===== config.mk =====
export PLATFORM = sky130hd
export DESIGN_NAME = tristate_bus_arbiter
export DESIGN_NICKNAME = d
export VERILOG_FILES = /design/src/rtl/tristate_bus_pkg.sv /design/src/rtl/tristate_bus_arbiter_rr_pick.sv /design/src/rtl/tristate_bus_arbiter.sv
export SDC_FILE = /design/constraint.sdc
export NUM_CORES = 1
export LEC_CHECK = 0
export BUFFER_PORTS_ARGS = -buffer_cell sky130_fd_sc_hd__buf_2
export CAP_MARGIN = 10
export CORE_AREA = 4 4 51 53
export CTS_CLUSTER_SIZE = 14
export DETAILED_ROUTE_END_ITERATION = 16
export DIE_AREA = 0 0 55 57
export PLACE_DENSITY_LB_ADDON = 0.1
export SYNTH_ARGS = -nofsm -noshare
export SYNTH_HDL_FRONTEND = slang
export SYNTH_SLANG_ARGS = --single-unit

===== constraint.sdc =====
create_clock -name clk -period 3 [get_ports clk]
set_clock_uncertainty 0.15 [all_clocks]
set_input_delay 0.6 -clock clk [delete_from_list [all_inputs] [get_ports clk]]
set_output_delay 0.6 -clock clk [all_outputs]
set_load 0.02 [all_outputs]

===== src/rtl/tristate_bus_pkg.sv =====
// Shared types and constants for the tristate bus arbiter: requester count,
// select width, FSM state encoding and the default maximum tenure.
package tristate_bus_pkg;

  localparam int NUM_REQ         = 4;
  localparam int SEL_W           = 2;
  localparam int MAX_TENURE_DEF  = 16;

  typedef enum logic [1:0] {
    IDLE       = 2'd0,
    GRANT      = 2'd1,
    TURNAROUND = 2'd2
  } state_t;

  function automatic logic [NUM_REQ-1:0] onehot(input logic [SEL_W-1:0] idx);
    logic [NUM_REQ-1:0] v;
    v      = '0;
    v[idx] = 1'b1;
    return v;
  endfunction

endpackage


===== src/rtl/tristate_bus_arbiter_rr_pick.sv =====
// rr_pick: combinational round-robin winner search starting one past the
// previous owner and wrapping around the requester ring.
module rr_pick
  import tristate_bus_pkg::*;
(
  input  logic [NUM_REQ-1:0] req,
  input  logic [SEL_W-1:0]   last_owner,
  output logic [SEL_W-1:0]   winner,
  output logic               any_req
);

  logic             found;
  logic [SEL_W-1:0] idx;

  always_comb begin
    winner = '0;
    found  = 1'b0;
    idx    = '0;
    for (int i = 1; i <= NUM_REQ; i++) begin
      idx = last_owner + SEL_W'(i);
      if (!found && req[idx]) begin
        winner = idx;
        found  = 1'b1;
      end
    end
  end

  assign any_req = |req;

endmodule


===== src/rtl/tristate_bus_arbiter.sv =====
// Round-robin owner arbiter driving a 4:1 tristate bus with a guaranteed dead
// cycle between owners. Optional tenure timeout: TRISTATE_BUS_ARB_TIMEOUT_EN.
module tristate_bus_arbiter
  import tristate_bus_pkg::*;
#(
  parameter int MAX_TENURE = MAX_TENURE_DEF
) (
  input  logic               clk,
  input  logic               rst_n,
  input  logic [NUM_REQ-1:0] req,
  output logic [NUM_REQ-1:0] grant,
  output logic [SEL_W-1:0]   sel,
  output logic               bus_en,
  output logic               busy,
  output logic               timeout
);

  state_t             state_q, state_d;
  logic [SEL_W-1:0]   sel_q, sel_d;
  logic [SEL_W-1:0]   last_q, last_d;
  logic [NUM_REQ-1:0] grant_q, grant_d;
  logic               bus_en_q, bus_en_d;
  logic               busy_q, busy_d;
  logic [SEL_W-1:0]   winner;
  logic               any_req;

  rr_pick u_rr_pick (
    .req        (req),
    .last_owner (last_q),
    .winner     (winner),
    .any_req    (any_req)
  );

`ifdef TRISTATE_BUS_ARB_TIMEOUT_EN
  logic [7:0] ten_q, ten_d;
  logic       timeout_q, timeout_d;
  logic       others_req;

  assign others_req = |(req & ~onehot(sel_q));
`else
  logic [7:0] unused_tenure;
  assign unused_tenure = 8'(MAX_TENURE);
`endif

  always_comb begin
    state_d = state_q;
    sel_d   = sel_q;
    last_d  = last_q;
`ifdef TRISTATE_BUS_ARB_TIMEOUT_EN
    ten_d     = ten_q;
    timeout_d = 1'b0;
`endif
    unique case (state_q)
      IDLE, TURNAROUND: begin
        if (any_req) begin
          state_d = GRANT;
          sel_d   = winner;
          last_d  = winner;
        end else begin
          state_d = IDLE;
        end
      end
      GRANT: begin
        if (!req[sel_q]) begin
          state_d = TURNAROUND;
`ifdef TRISTATE_BUS_ARB_TIMEOUT_EN
        end else if (ten_q == 8'(MAX_TENURE - 1) && others_req) begin
          state_d   = TURNAROUND;
          timeout_d = 1'b1;
`endif
        end
      end
      default: state_d = IDLE;
    endcase

`ifdef TRISTATE_BUS_ARB_TIMEOUT_EN
    // Counter saturates at MAX_TENURE-1 so a lone owner is never released.
    if (state_d == GRANT) begin
      if (state_q != GRANT)                    ten_d = '0;
      else if (ten_q != 8'(MAX_TENURE - 1))    ten_d = ten_q + 8'd1;
    end
`endif

    // Outputs are registered, so they are derived from the next state.
    grant_d  = (state_d == GRANT) ? onehot(sel_d) : '0;
    bus_en_d = (state_d == GRANT);
    busy_d   = (state_d != IDLE);
  end

  always_ff @(posedge clk or negedge rst_n) begin
    if (!rst_n) begin
      state_q  <= IDLE;
      sel_q    <= '0;
      last_q   <= '1;
      grant_q  <= '0;
      bus_en_q <= 1'b0;
      busy_q   <= 1'b0;
    end else begin
      state_q  <= state_d;
      sel_q    <= sel_d;
      last_q   <= last_d;
      grant_q  <= grant_d;
      bus_en_q <= bus_en_d;
      busy_q   <= busy_d;
    end
  end

`ifdef TRISTATE_BUS_ARB_TIMEOUT_EN
  always_ff @(posedge clk or negedge rst_n) begin
    if (!rst_n) begin
      ten_q     <= '0;
      timeout_q <= 1'b0;
    end else begin
      ten_q     <= ten_d;
      timeout_q <= timeout_d;
    end
  end

  assign timeout = timeout_q;
`else
  assign timeout = 1'b0;
`endif

  assign grant  = grant_q;
  assign sel    = sel_q;
  assign bus_en = bus_en_q;
  assign busy   = busy_q;

endmodule


==> implementation parameters <==
Parameter                              Value

Run status
  Outcome ... finished clean

STA
  Max-slew headroom ... 61.6%
  Final Setup Violations ... 0
  Fmax ... around 0.54 GHz
  Final cycle utilization of the critical path ... between 60% and 70%
  Total negative slack ... 0 ns
  Unrepaired setup endpoints after global routing ... false
  Transition time of the tightest slew-check pin ... 0.561 ns
  Crit path time final ... about 1.8 ns
  Final max-slew violation count ... 0
  Final count of hold timing violations ... 0
  Worst slack on hold paths ... 0.0500 ns

Power and ir drop
  Sw power ... about 0.31 mW
  Leakage ... 0.321 nW
  Switching power as a share of total power ... 41.6%
  Logic gate share of total power ... 47.9%
  Part of the total power dissipated in sequential elements ... 39.5%
  Peak VDD IR ... between 0.3 and 0.4 mV
  Power density cells ... roughly 1100 mW/mm^2
  Power share of the clock group ... between 10% and 20%
  Post-layout power ... between 0.7 and 0.8 mW
  Cell internal power dissipation ... ~0.43 mW

Floorplan
  Row cnt ... 17
  Initial Utilization ... between 20% and 30%
  Overall die height ... 57 um
  Width of the die ... 55 um
  I/O pin cnt ... 15
  Die Outline Area ... roughly 0.0031 mm^2
  Placeable core area ... roughly 0.0021 mm^2

CTS
  Clock slew at the register clock pins of the worst setup and hold paths ... around 0.07 ns
  Resized cells post-CTS ... 0
  Hold buffers post-CTS ... 0
  Number of buffers inserted during clock tree synthesis ... 3
  Count of buffers added by post-CTS timing repair for setup ... 0
  Maximum clock path buffer count ... 2
  TritonCTS clock tree ... done
  Count of clock tree sinks ... 12
  Cell at the root of the clock tree ... clkbuf_4
  H-tree levels ... 1
  Clk_lat worst skew ... around 0.26 ns

Global route
  Largest net degree at the start of global routing ... 13
  First-pass GRT wire length ... between 1.5 and 2 mm
  All-layer global routing usage ... around 8.9%
  Total gr overflow ... 0
  Via count of the first global-routing pass ... around 450
  Number of antenna violations at the first check in global routing ... 0

Critical path
  Element type at the critical path start ... primary input
  CP max-delay cell ... a2111oi_0
  Worst path required time ... 2.99 ns
  Slowest Stage Delay on Critical Path ... 0.54 ns
  Crit path cell chain ... buf_2, o21a_1, a2111oi_0, a21oi_1, inv_1, nor3_1
  Dominant delay contributor by cell family on the critical path ... compound AO/OA/AOI/OAI gates
  Buffering stage count on the worst path with inverters included ... 2
  Worst setup startpoint ... req[1]
  Reg2reg start ... last_q[1]
  Crit path DAT ... between 1.5 and 2 ns
  Path type of the worst setup path ... in -> reg
  Highest fanout seen on the critical path ... 6
  Critical Path End Type ... flop

Drt
  Drt pass-1 iters ... 2
  Via count of the routed design ... 398
  Via density per instance ... 4.33
  Final antenna-violating net count ... 0
  Post-detailed-route wirelength per cell ... between 10 and 15 um
  Aggregate routed wire length ... about 1.1 mm
  Number of violations reported at the end of detailed-routing iteration 0 ... 2
  Total DRC errors in the routed layout ... 0

Synth
  Post-synthesis net count ... 55
  Count of cell types in the netlist ... 25
  Synth Cell Area ... roughly 580 um^2
  Cells after synthesis ... between 40 and 50
  Mean cell area of the mapped netlist ... 11.9 um^2
  Yosys top cell area share ... a little over two fifths
  Yosys warnings ... 0
  Cell type contributing the most total cell area after synthesis ... dfrtp_1
  Seq/Total Area, Yosys ... about 52%
  Top cells by area, synth ... dfrtp_1, dfstp_2, a41oi_4, mux4_1, nor3b_2
  Flops & latches, synth ... 12

Final layout
  Area overhead of the layout relative to synthesis ... 19.8%
  Layout cell share with drive strength beyond 1 ... between 30% and 40%
  Count of inserted antenna diode cells ... 0
  Number of nets at the end of the flow ... a little over 70
  Finished Core Util ... approximately a third
  Non-Filler Cell Area, Final ... between 600 and 700 um^2

Placed design
  Half-perimeter wire length after detailed placement ... roughly 900 um
  Gp weighted congestion ... 0.698
  Cell area reported after detailed placement ... between 600 and 700 um^2
  Port Buf Inserts ... 13

Run
  Count of maximum capacitance violations ... 0

Hold path
  Path type of the worst min-delay path ... in -> async
==> cell families (layout without fill, tap and decap cells) <==
kind of cell	count (synthesis)	in the layout	synth area share, %
compound gates	11	11	19.1
other cells	1	1	0.645
mux	1	1	4.52
simple gates	18	18	19.1
flops	12	12	52.0
buf+inv	6	21	4.52
==> synthesized netlist by cell type (all sizes together) <==
cell and n:
nand2 4, a21oi 2, conb 1, o21bai 1, nor2 4, inv 5
and2 1, a41oi 2, mux4 1, buf 1, nor2b 2, or4 1
dfstp 2, nand2b 1, a21boi 1, nor3b 3, a21o 1, o21ai 1
o21a 1, dfrtp 10, a31oi 1, nor3 2, a2111oi 1
==> flip-flops by register name, summed over array words and instances, names as in the netlist <==
name     cells
state_q      2
busy         1
bus_en       1
sel          2
grant        4
last_q       2
==> final timing paths <==
path / endpoint / slack, ns / cells past startpoint
setup / recovery: grant[0] / 1.15 / 6
hold / removal: bus_en / 0.05 / 1
setup reg to reg: grant[0] / 1.17 / 5
hold reg to reg: last_q[0] / 0.39 / 2
max in group asynchronous: last_q[0] / 2.38 / 1
min in group clk: last_q[0] / 0.39 / 2
==> layer usage <==
metal  wire, um  part of all wire, %  GRT usage (%)  vias to the layer above
li1           -                    -              -                      202
met1        551                   50           12.7                      186
met2        473                   43           11.1                       10
met3         74                  6.7           3.13                        0
met4          0                    0           5.21                        0
met5          0                    0              0                        -
==> area by class of cell <==
type,instances,area (um^2)
Sequential cell,12,303
Timing Repair Buffer,13,65.1
Fill cell,235,1450
Inverter,5,18.8
Clock buffer,3,22.5
Tap cell,28,35.0
Multi-Input combinational cell,31,253
==> worst register-to-register path: cells and delay by family (launching register included) <==
family | cells | cell delay (ns)
buffers and inverters | 1 | 0.15
AO/OA/AOI/OAI | 2 | 0.71
AND/OR/NAND/NOR | 2 | 0.12
flip-flops | 1 | 0.58
==> power by group through the flow <==
stage          combinational [mW]  sequential (mW)  clock (mW)
3_3_place_gp                0.365            0.299           0
6_report                    0.356            0.293      0.0935
4_1_cts                     0.365            0.295       0.100
3_5_place_dp                0.363            0.298           0
5_1_grt                     0.399            0.305       0.111
2_1_floorplan               0.217            0.342           0
==> metrics by stage <==
| stage | instances | setup WS (ns) |
|---|---|---|
| 2_1_floorplan | 49 | 1.09 |
| 3_3_place_gp | 89 | 0.858 |
| 3_5_place_dp | 89 | 0.867 |
| 4_1_cts | 92 | 1.14 |
| 5_1_grt | 92 | 1.02 |
| 6_report | 92 | 1.15 |
==> cells in the final DEF, fill, tap and decap left out, types with 2 or more instances in the layout <==
cell and n:
dfrtp_1 10, nand2_1 4, inv_1 5, nor2b_1 2, nor2_1 4, clkbuf_4 3, nor3_1 2, nor3b_2 2
buf_2 13, a21oi_1 2, dfstp_2 2
No activity file was read; power rests on OpenSTA's default activity.
